==> src/rtl/display_scan_ctrl.sv <==
// display_scan_ctrl: drives several packed BCD digits through one shared,
// registered BCD-to-7-segment decoder by time-multiplexing the common anodes.
// Each digit slot is a blanking gap (all anodes off, new nibble presented)
// followed by the anode-on period. Frames arrive over valid/ready into a
// one-deep pending buffer and are committed only at the frame boundary.
module display_scan_ctrl #(
  parameter int DIGITS   = 4,
  parameter int PRESCALE = 50000,
  parameter int BLANK    = 2
) (
  input  logic                  iClk,
  input  logic                  iRst_n,
  input  logic                  iValid,
  input  logic [4*DIGITS-1:0]   iDatos,
  output logic                  oReady,
  input  logic                  iLZS,
  output logic [3:0]            oBcd,
  output logic [DIGITS-1:0]     oAnodos
);

  localparam int CNT_MAX = (BLANK > PRESCALE) ? BLANK : PRESCALE;
  localparam int CNT_W   = (CNT_MAX > 1) ? $clog2(CNT_MAX) : 1;
  localparam int IDX_W   = $clog2(DIGITS);

  localparam logic [CNT_W-1:0] BLANK_LAST = CNT_W'(BLANK - 1);
  localparam logic [CNT_W-1:0] SHOW_LAST  = CNT_W'(PRESCALE - 1);
  localparam logic [IDX_W-1:0] IDX_LAST   = IDX_W'(DIGITS - 1);

  typedef enum logic {
    S_BLANK = 1'b0,
    S_SHOW  = 1'b1
  } state_t;

  state_t                state_q, state_d;
  logic [CNT_W-1:0]      cnt_q, cnt_d;
  logic [IDX_W-1:0]      idx_q, idx_d;
  logic [4*DIGITS-1:0]   disp_q, disp_d;
  logic [4*DIGITS-1:0]   pend_q, pend_d;
  logic                  full_q, full_d;
  logic                  ready_q, ready_d;
  logic [3:0]            bcd_q, bcd_d;
  logic [DIGITS-1:0]     anod_q, anod_d;

  logic                  accept;
  logic                  boundary;
  logic                  commit;
  logic [IDX_W-1:0]      idx_next;

  // Select nibble i of a packed frame.
  function automatic logic [3:0] nibble_at(input logic [4*DIGITS-1:0] f,
                                           input logic [IDX_W-1:0]    i);
    nibble_at = 4'h0;
    for (int k = 0; k < DIGITS; k++) begin
      if (i == IDX_W'(k)) nibble_at = f[4*k +: 4];
    end
  endfunction

  // Digit i (i>0) is a leading zero when it and every higher digit are zero.
  function automatic logic is_leading_zero(input logic [4*DIGITS-1:0] f,
                                           input logic [IDX_W-1:0]    i);
    logic upper_zero;
    is_leading_zero = 1'b0;
    upper_zero      = 1'b1;
    for (int k = DIGITS - 1; k >= 1; k--) begin
      if (f[4*k +: 4] != 4'h0) upper_zero = 1'b0;
      if ((i == IDX_W'(k)) && upper_zero) is_leading_zero = 1'b1;
    end
  endfunction

  // Next-state logic: frame handshake, slot sequencing and registered outputs.
  always_comb begin
    state_d = state_q;
    cnt_d   = cnt_q;
    idx_d   = idx_q;
    disp_d  = disp_q;
    pend_d  = pend_q;
    full_d  = full_q;
    bcd_d   = bcd_q;
    anod_d  = anod_q;

    accept   = iValid && ready_q;
    boundary = (state_q == S_SHOW) && (idx_q == IDX_LAST) && (cnt_q == SHOW_LAST);
    // Commit needs a frame already buffered, so a frame accepted on the
    // boundary cycle itself waits a full frame; accept and commit never overlap.
    commit   = boundary && full_q;
    idx_next = (idx_q == IDX_LAST) ? '0 : idx_q + 1'b1;

    if (commit) begin
      disp_d = pend_q;
      full_d = 1'b0;
    end
    if (accept) begin
      pend_d = iDatos;
      full_d = 1'b1;
    end
    ready_d = ~full_d;

    case (state_q)
      S_BLANK: begin
        if (cnt_q == BLANK_LAST) begin
          state_d = S_SHOW;
          cnt_d   = '0;
          anod_d  = '1;
          if (!(iLZS && is_leading_zero(disp_q, idx_q))) anod_d[idx_q] = 1'b0;
        end else begin
          cnt_d = cnt_q + 1'b1;
        end
      end
      S_SHOW: begin
        if (cnt_q == SHOW_LAST) begin
          state_d = S_BLANK;
          cnt_d   = '0;
          idx_d   = idx_next;
          anod_d  = '1;
          // On the boundary the next digit 0 comes from the frame being committed.
          bcd_d   = nibble_at(commit ? pend_q : disp_q, idx_next);
        end else begin
          cnt_d = cnt_q + 1'b1;
        end
      end
      default: begin
        state_d = S_BLANK;
        cnt_d   = '0;
        anod_d  = '1;
      end
    endcase
  end

  // State and output registers; reset forces blanked display immediately.
  always_ff @(posedge iClk or negedge iRst_n) begin
    if (!iRst_n) begin
      state_q <= S_BLANK;
      cnt_q   <= '0;
      idx_q   <= '0;
      disp_q  <= '0;
      pend_q  <= '0;
      full_q  <= 1'b0;
      ready_q <= 1'b1;
      bcd_q   <= 4'h0;
      anod_q  <= '1;
    end else begin
      state_q <= state_d;
      cnt_q   <= cnt_d;
      idx_q   <= idx_d;
      disp_q  <= disp_d;
      pend_q  <= pend_d;
      full_q  <= full_d;
      ready_q <= ready_d;
      bcd_q   <= bcd_d;
      anod_q  <= anod_d;
    end
  end

  assign oReady  = ready_q;
  assign oBcd    = bcd_q;
  assign oAnodos = anod_q;

endmodule
==> config.mk <==
export PLATFORM = sky130hd
export DESIGN_NAME = display_scan_ctrl
export DESIGN_NICKNAME = d
export VERILOG_FILES = /design/src/rtl/display_scan_ctrl.sv
export SDC_FILE = /design/constraint.sdc
export NUM_CORES = 1
export LEC_CHECK = 0
export ABC_AREA = 1
export CORE_MARGIN = 2
export CORE_UTILIZATION = 30
export DETAILED_ROUTE_END_ITERATION = 8
export PLACE_DENSITY = 0.58
export SYNTH_ARGS = -nofsm -noshare
export SYNTH_HDL_FRONTEND = slang
export SYNTH_SLANG_ARGS = --single-unit
export TNS_END_PERCENT = 30
==> constraint.sdc <==
create_clock -name iClk -period 3.75 [get_ports iClk]
set_input_delay 1.125 -clock iClk [delete_from_list [all_inputs] [get_ports iClk]]
set_output_delay 1.125 -clock iClk [all_outputs]
set_load 0.05 [all_outputs]
# Word level (Yosys, flattened, before mapping)
# Index checks and enable logic that the tools add are counted.
# totals
reg_bits	61
out_inout_bits	9
elab_cells	75
# classes
order_cmp	2
n_reduce_logical	15
muxes	34
bitwise_logic	3
addsub	2
n_eq_ne	10
# op_table
op	n
$mux 16	3
$pmux 16 s2	1
$mux 4	7
$mux 1	19
$add 16x1->16 const B	1
$eq 16x1->1 const B	1
$eq 16x16->1 const B	1
$reduce_bool 4->1	3
$logic_and 1x1->1	9
$eq 2x2->1 const B	4
$pmux 4 s2	1
$eq 2x1->1 const B	2
$not 4->4	1
$reduce_and 2->1	2
$lt 2x3->1 const B	1
$add 2x1->2 const B	1
$demux 1 s2	1
$ge 2x1->1 const B	1
$logic_not 2->1	1
$mux 2	1
$ne 2x1->1 const B	1
$ne 2x2->1 const B	1
$not 1->1	2
$pmux 1 s2	1

# Longest topological paths before layout
# logic_depth
ltp_word	18
depth_mapped	13

# Least setup slack after synthesis
# Ideal clock, no wire load.
# synth_timing
path_type	input-to-reg
start	input port iValid
end	register pend_q[10]
path_buffers	2
arrival_time_ps	1873
setup_slack_ps	1744
setup_ps	133
cell_stages	4
required_ps	3617
path_cell_list	nand2_1 > clkbuf_1 > clkbuf_1 > a21oi_1
# synth_between
elab_chain_cells	1
# synth_lines
item	line	text
start: declaration	13	input logic iValid,
$logic_and 1x1->1	81	accept = iValid && ready_q;
end signal: assignment	146	pend_q <= pend_d;
end: declaration	38	logic [4*DIGITS-1:0] pend_q, pend_d;
# No other way between the ends.
# A chain may end at the register's enable or synchronous reset.

# Worst setup path in the final report
# layout_timing
start	register ready_q, in the netlist oReady
end	output port oReady
# layout_lines
item	line	text
start: declaration	40	logic ready_q, ready_d;
start signal: assignment	148	ready_q <= ready_d;
end: declaration	15	output logic oReady,
# No word-level cell between the ends.

==> flow_summary.yaml <==
critical_path:
  crit_chain: "clkdlybuf4s50_1"
  reg2reg_from: "cnt_q[0]"
  critPathTopFamily: "buffers and inverters"
  r2r_cells: 9
  cp-start-kind: "flop"
  critPathMaxStageDelay_ns: 0.79
  path_max_fanout: 2
  crit_end: "oReady"
  critPathKind: "flop to primary output"
  worstPathRequired_ns: 2.62
  critPathLaunch: "oReady"
  reg2reg_setup_slack_ns: 1.49
  cp.depth: 1
  cp.arrival_ns: 1.67
  cp_slowest_cell: "clkdlybuf4s50_1"
  cp-end-kind: "primary output"
  cp_num_buf_inv: 1
  r2r_end: "oAnodos[3]"
floorplan:
  die_w_um: 105
  die_h_um: 105
  io_pins: 29
  die_area_um2: 11100
  core_um2: 10100
  start_util_pct: 30.5
  rows: 37
global_routing:
  grt.overflow.total: 0
  grt_pass1_vias: 2454
  grt_max_degree: 33
  grt_usage_pct: 12.9
  grt_pass1_wl_um: 11500
  antenna_found_initial: 0
clock_tree:
  hold_buffers: 0
  cts_made_buffers: 9
  cts_tree: "done"
  insertion_delay_ns: 0.34
  clkSinkCount: 61
  post-cts-setup-buffers: 0
  cts_root_buf: "clkbuf_8"
  htreeDepth: 3
  clk_pin_slew_worst_paths_ns: 0.07
  ctsResizeCount: 0
  cts_buffer_depth: 2
yosys:
  yosys-top-cells-area: "dfrtp_1, inv_1, nand2_1, nor2_1, dfstp_2"
  ys_seq_elements: 61
  synth_edf_count: 0
  ys_types: 35
  synth_seq_area_share_pct: 49.6
  async_flop_share_pct: 100
  synth.largest_area_cell: "dfrtp_1"
  avgSynthCellArea_um2: 8.35
  yosysTopAreaCellShare_pct: 45.3
  syn-instance-count: 370
  syn_area_um2: 3090
  ys.warnings.count: 0
  synthFlopType: "dfrtp_1"
  synth_fp_nets: 398
timing:
  fmax_ghz: 0.358
  fin_crit_ns: 2.79
  grt_setup_unrepaired: "false"
  fin_skew_ns: 0.0119
  setup_slack_ns: 0.959
  slew_violations: 0
  slew_headroom_pct: 50.8
  final.setup.tns_ns: 0
  finalSetupViolations: 0
  min_period_over_period_pct: 74.4
  worst_pin_slew_ns: 0.738
  finalHoldViolCount: 0
route:
  ant_nets: 0
  vias: 2423
  drt_iter0_markers: 197
  remaining_drc_errors: 0
  via_per_inst: 4.46
  wl_um: 6490
  wl_per_cell_um: 11.9
  firstDrtPassIters: 4
power:
  combPwrFrac_pct: 2.6
  power_density_nw_per_um2: 360
  power_frac_seq_pct: 49.1
  clkPwrFrac_pct: 48.3
  internal-power_mw: 1.07
  p_leak_nw: 1.91
  irDropWorstVdd_v: 0.000147
  swShare_pct: 20.4
  netSwitchingPower_uw: 274
layout:
  multi_input_area_um2: 1230
  post-route-util_pct: 36.7
  drive_gt1_share_pct: 12.3
  nets: 430
  num_antenna_cells: 0
  layout_commonest_cell: "inv_1"
  area_growth_pct: 20.5
  fillCellCount: 1054
  final_cell_mix: "inv_1, nand2_1, dfrtp_1, nor2_1, clkdlybuf4s50_1"
  regArea_um2: 1530
run_status:
  outcome: "complete, no violations"
worst_hold_path:
  hp-class: "flop to flop"
placement:
  io_buffers: 28
  globalplace.congestion: 0.860
  pre_cts_ws_ns: 1.31
  hpwl_um: 4730
run:
  drv_cap: 0
[cells by family (layout without fill, tap and decap cells)]
kind of cell / Yosys count / count (layout) / synth area share [%]
AOI/OAI and AO/OA: 46 / 46 / 8.91
xor gates and xnor gates: 3 / 3 / 0.850
adders and majority gates: 8 / 8 / 3.24
buffers and inverters: 82 / 119 / 10.6
DFF: 61 / 61 / 49.6
muxes: 3 / 3 / 1.09
and+or+nand+nor: 167 / 167 / 25.7
[area by class of cell]
| cell class | instances | area share (%) |
|---|---|---|
| tap | 136 | 4.57 |
| inverter | 72 | 7.26 |
| timing repair buffer | 31 | 7.99 |
| clock inverter | 6 | 2.32 |
| sequential | 61 | 41.1 |
| multi-input combinational | 227 | 33.0 |
| clock buffer | 10 | 3.69 |
[synth_stat cells, types with 4 or more instances]
cell type   n
and2_1      7
nor2_1     39
nor2_2      6
nand3_1    17
nand2_1    61
o21ai_0     6
dfrtp_1    56
inv_1      69
nand4_1    17
a21oi_1    24
o21a_1      6
nor3_1      6
ha_1        8
clkbuf_1    6
dfstp_2     5
nand2_2     4
[how the worst min path moves through the flow]
stage,start,endpoint,slack [ns],cells past startpoint
floorplan,cnt_q[0],cnt_q[0],0.46,1
global placement,cnt_q[0],cnt_q[0],0.48,1
detailed placement,pend_q[11],disp_q[11],0.49,1
CTS,cnt_q[0],cnt_q[0],0.50,1
global route,cnt_q[15],cnt_q[15],0.53,1
finish,cnt_q[0],cnt_q[0],0.50,1
[stage by stage]
| stage | power, mW | hold slack, ns | cell area (um2) | cells |
|---|---|---|---|---|
| 2_1_floorplan | 0.671 | 0.456 | 3090 | 370 |
| 3_3_place_gp | 0.706 | 0.478 | 3500 | 527 |
| 3_5_place_dp | 0.706 | 0.491 | 3500 | 527 |
| 4_1_cts | 1.36 | 0.502 | 3720 | 543 |
| 5_1_grt | 1.40 | 0.532 | 3720 | 543 |
| 6_report | 1.34 | 0.498 | 3720 | 543 |
[routing by layer]
metal / up-vias / track usage (%) / part of all wire (%)
li1: 1234 / - / -
met1: 1143 / 16.3 / 45
met2: 38 / 21.7 / 49
met3: 8 / 3.53 / 4.5
met4: 0 / 3.67 / 1.2
met5: - / 0 / 0
[power by group through the flow]
stage               Combinational [mW]  Sequential (mW)  Clock, mW
finish                          0.0348            0.658      0.648
global route                    0.0390            0.657      0.700
CTS                             0.0363            0.658      0.670
detailed placement              0.0361            0.670          0
global placement                0.0362            0.670          0
floorplan                     0.000569            0.670          0
[flip-flops by register name (all words and copies together), names as in the netlist]
name and count:
cnt_q 16, disp_q 16, full_q 1, idx_q 2, oAnodos 4, oBcd 4
oReady 1, pend_q 16, state_q 1
No activity file was read; power rests on OpenSTA's default activity.
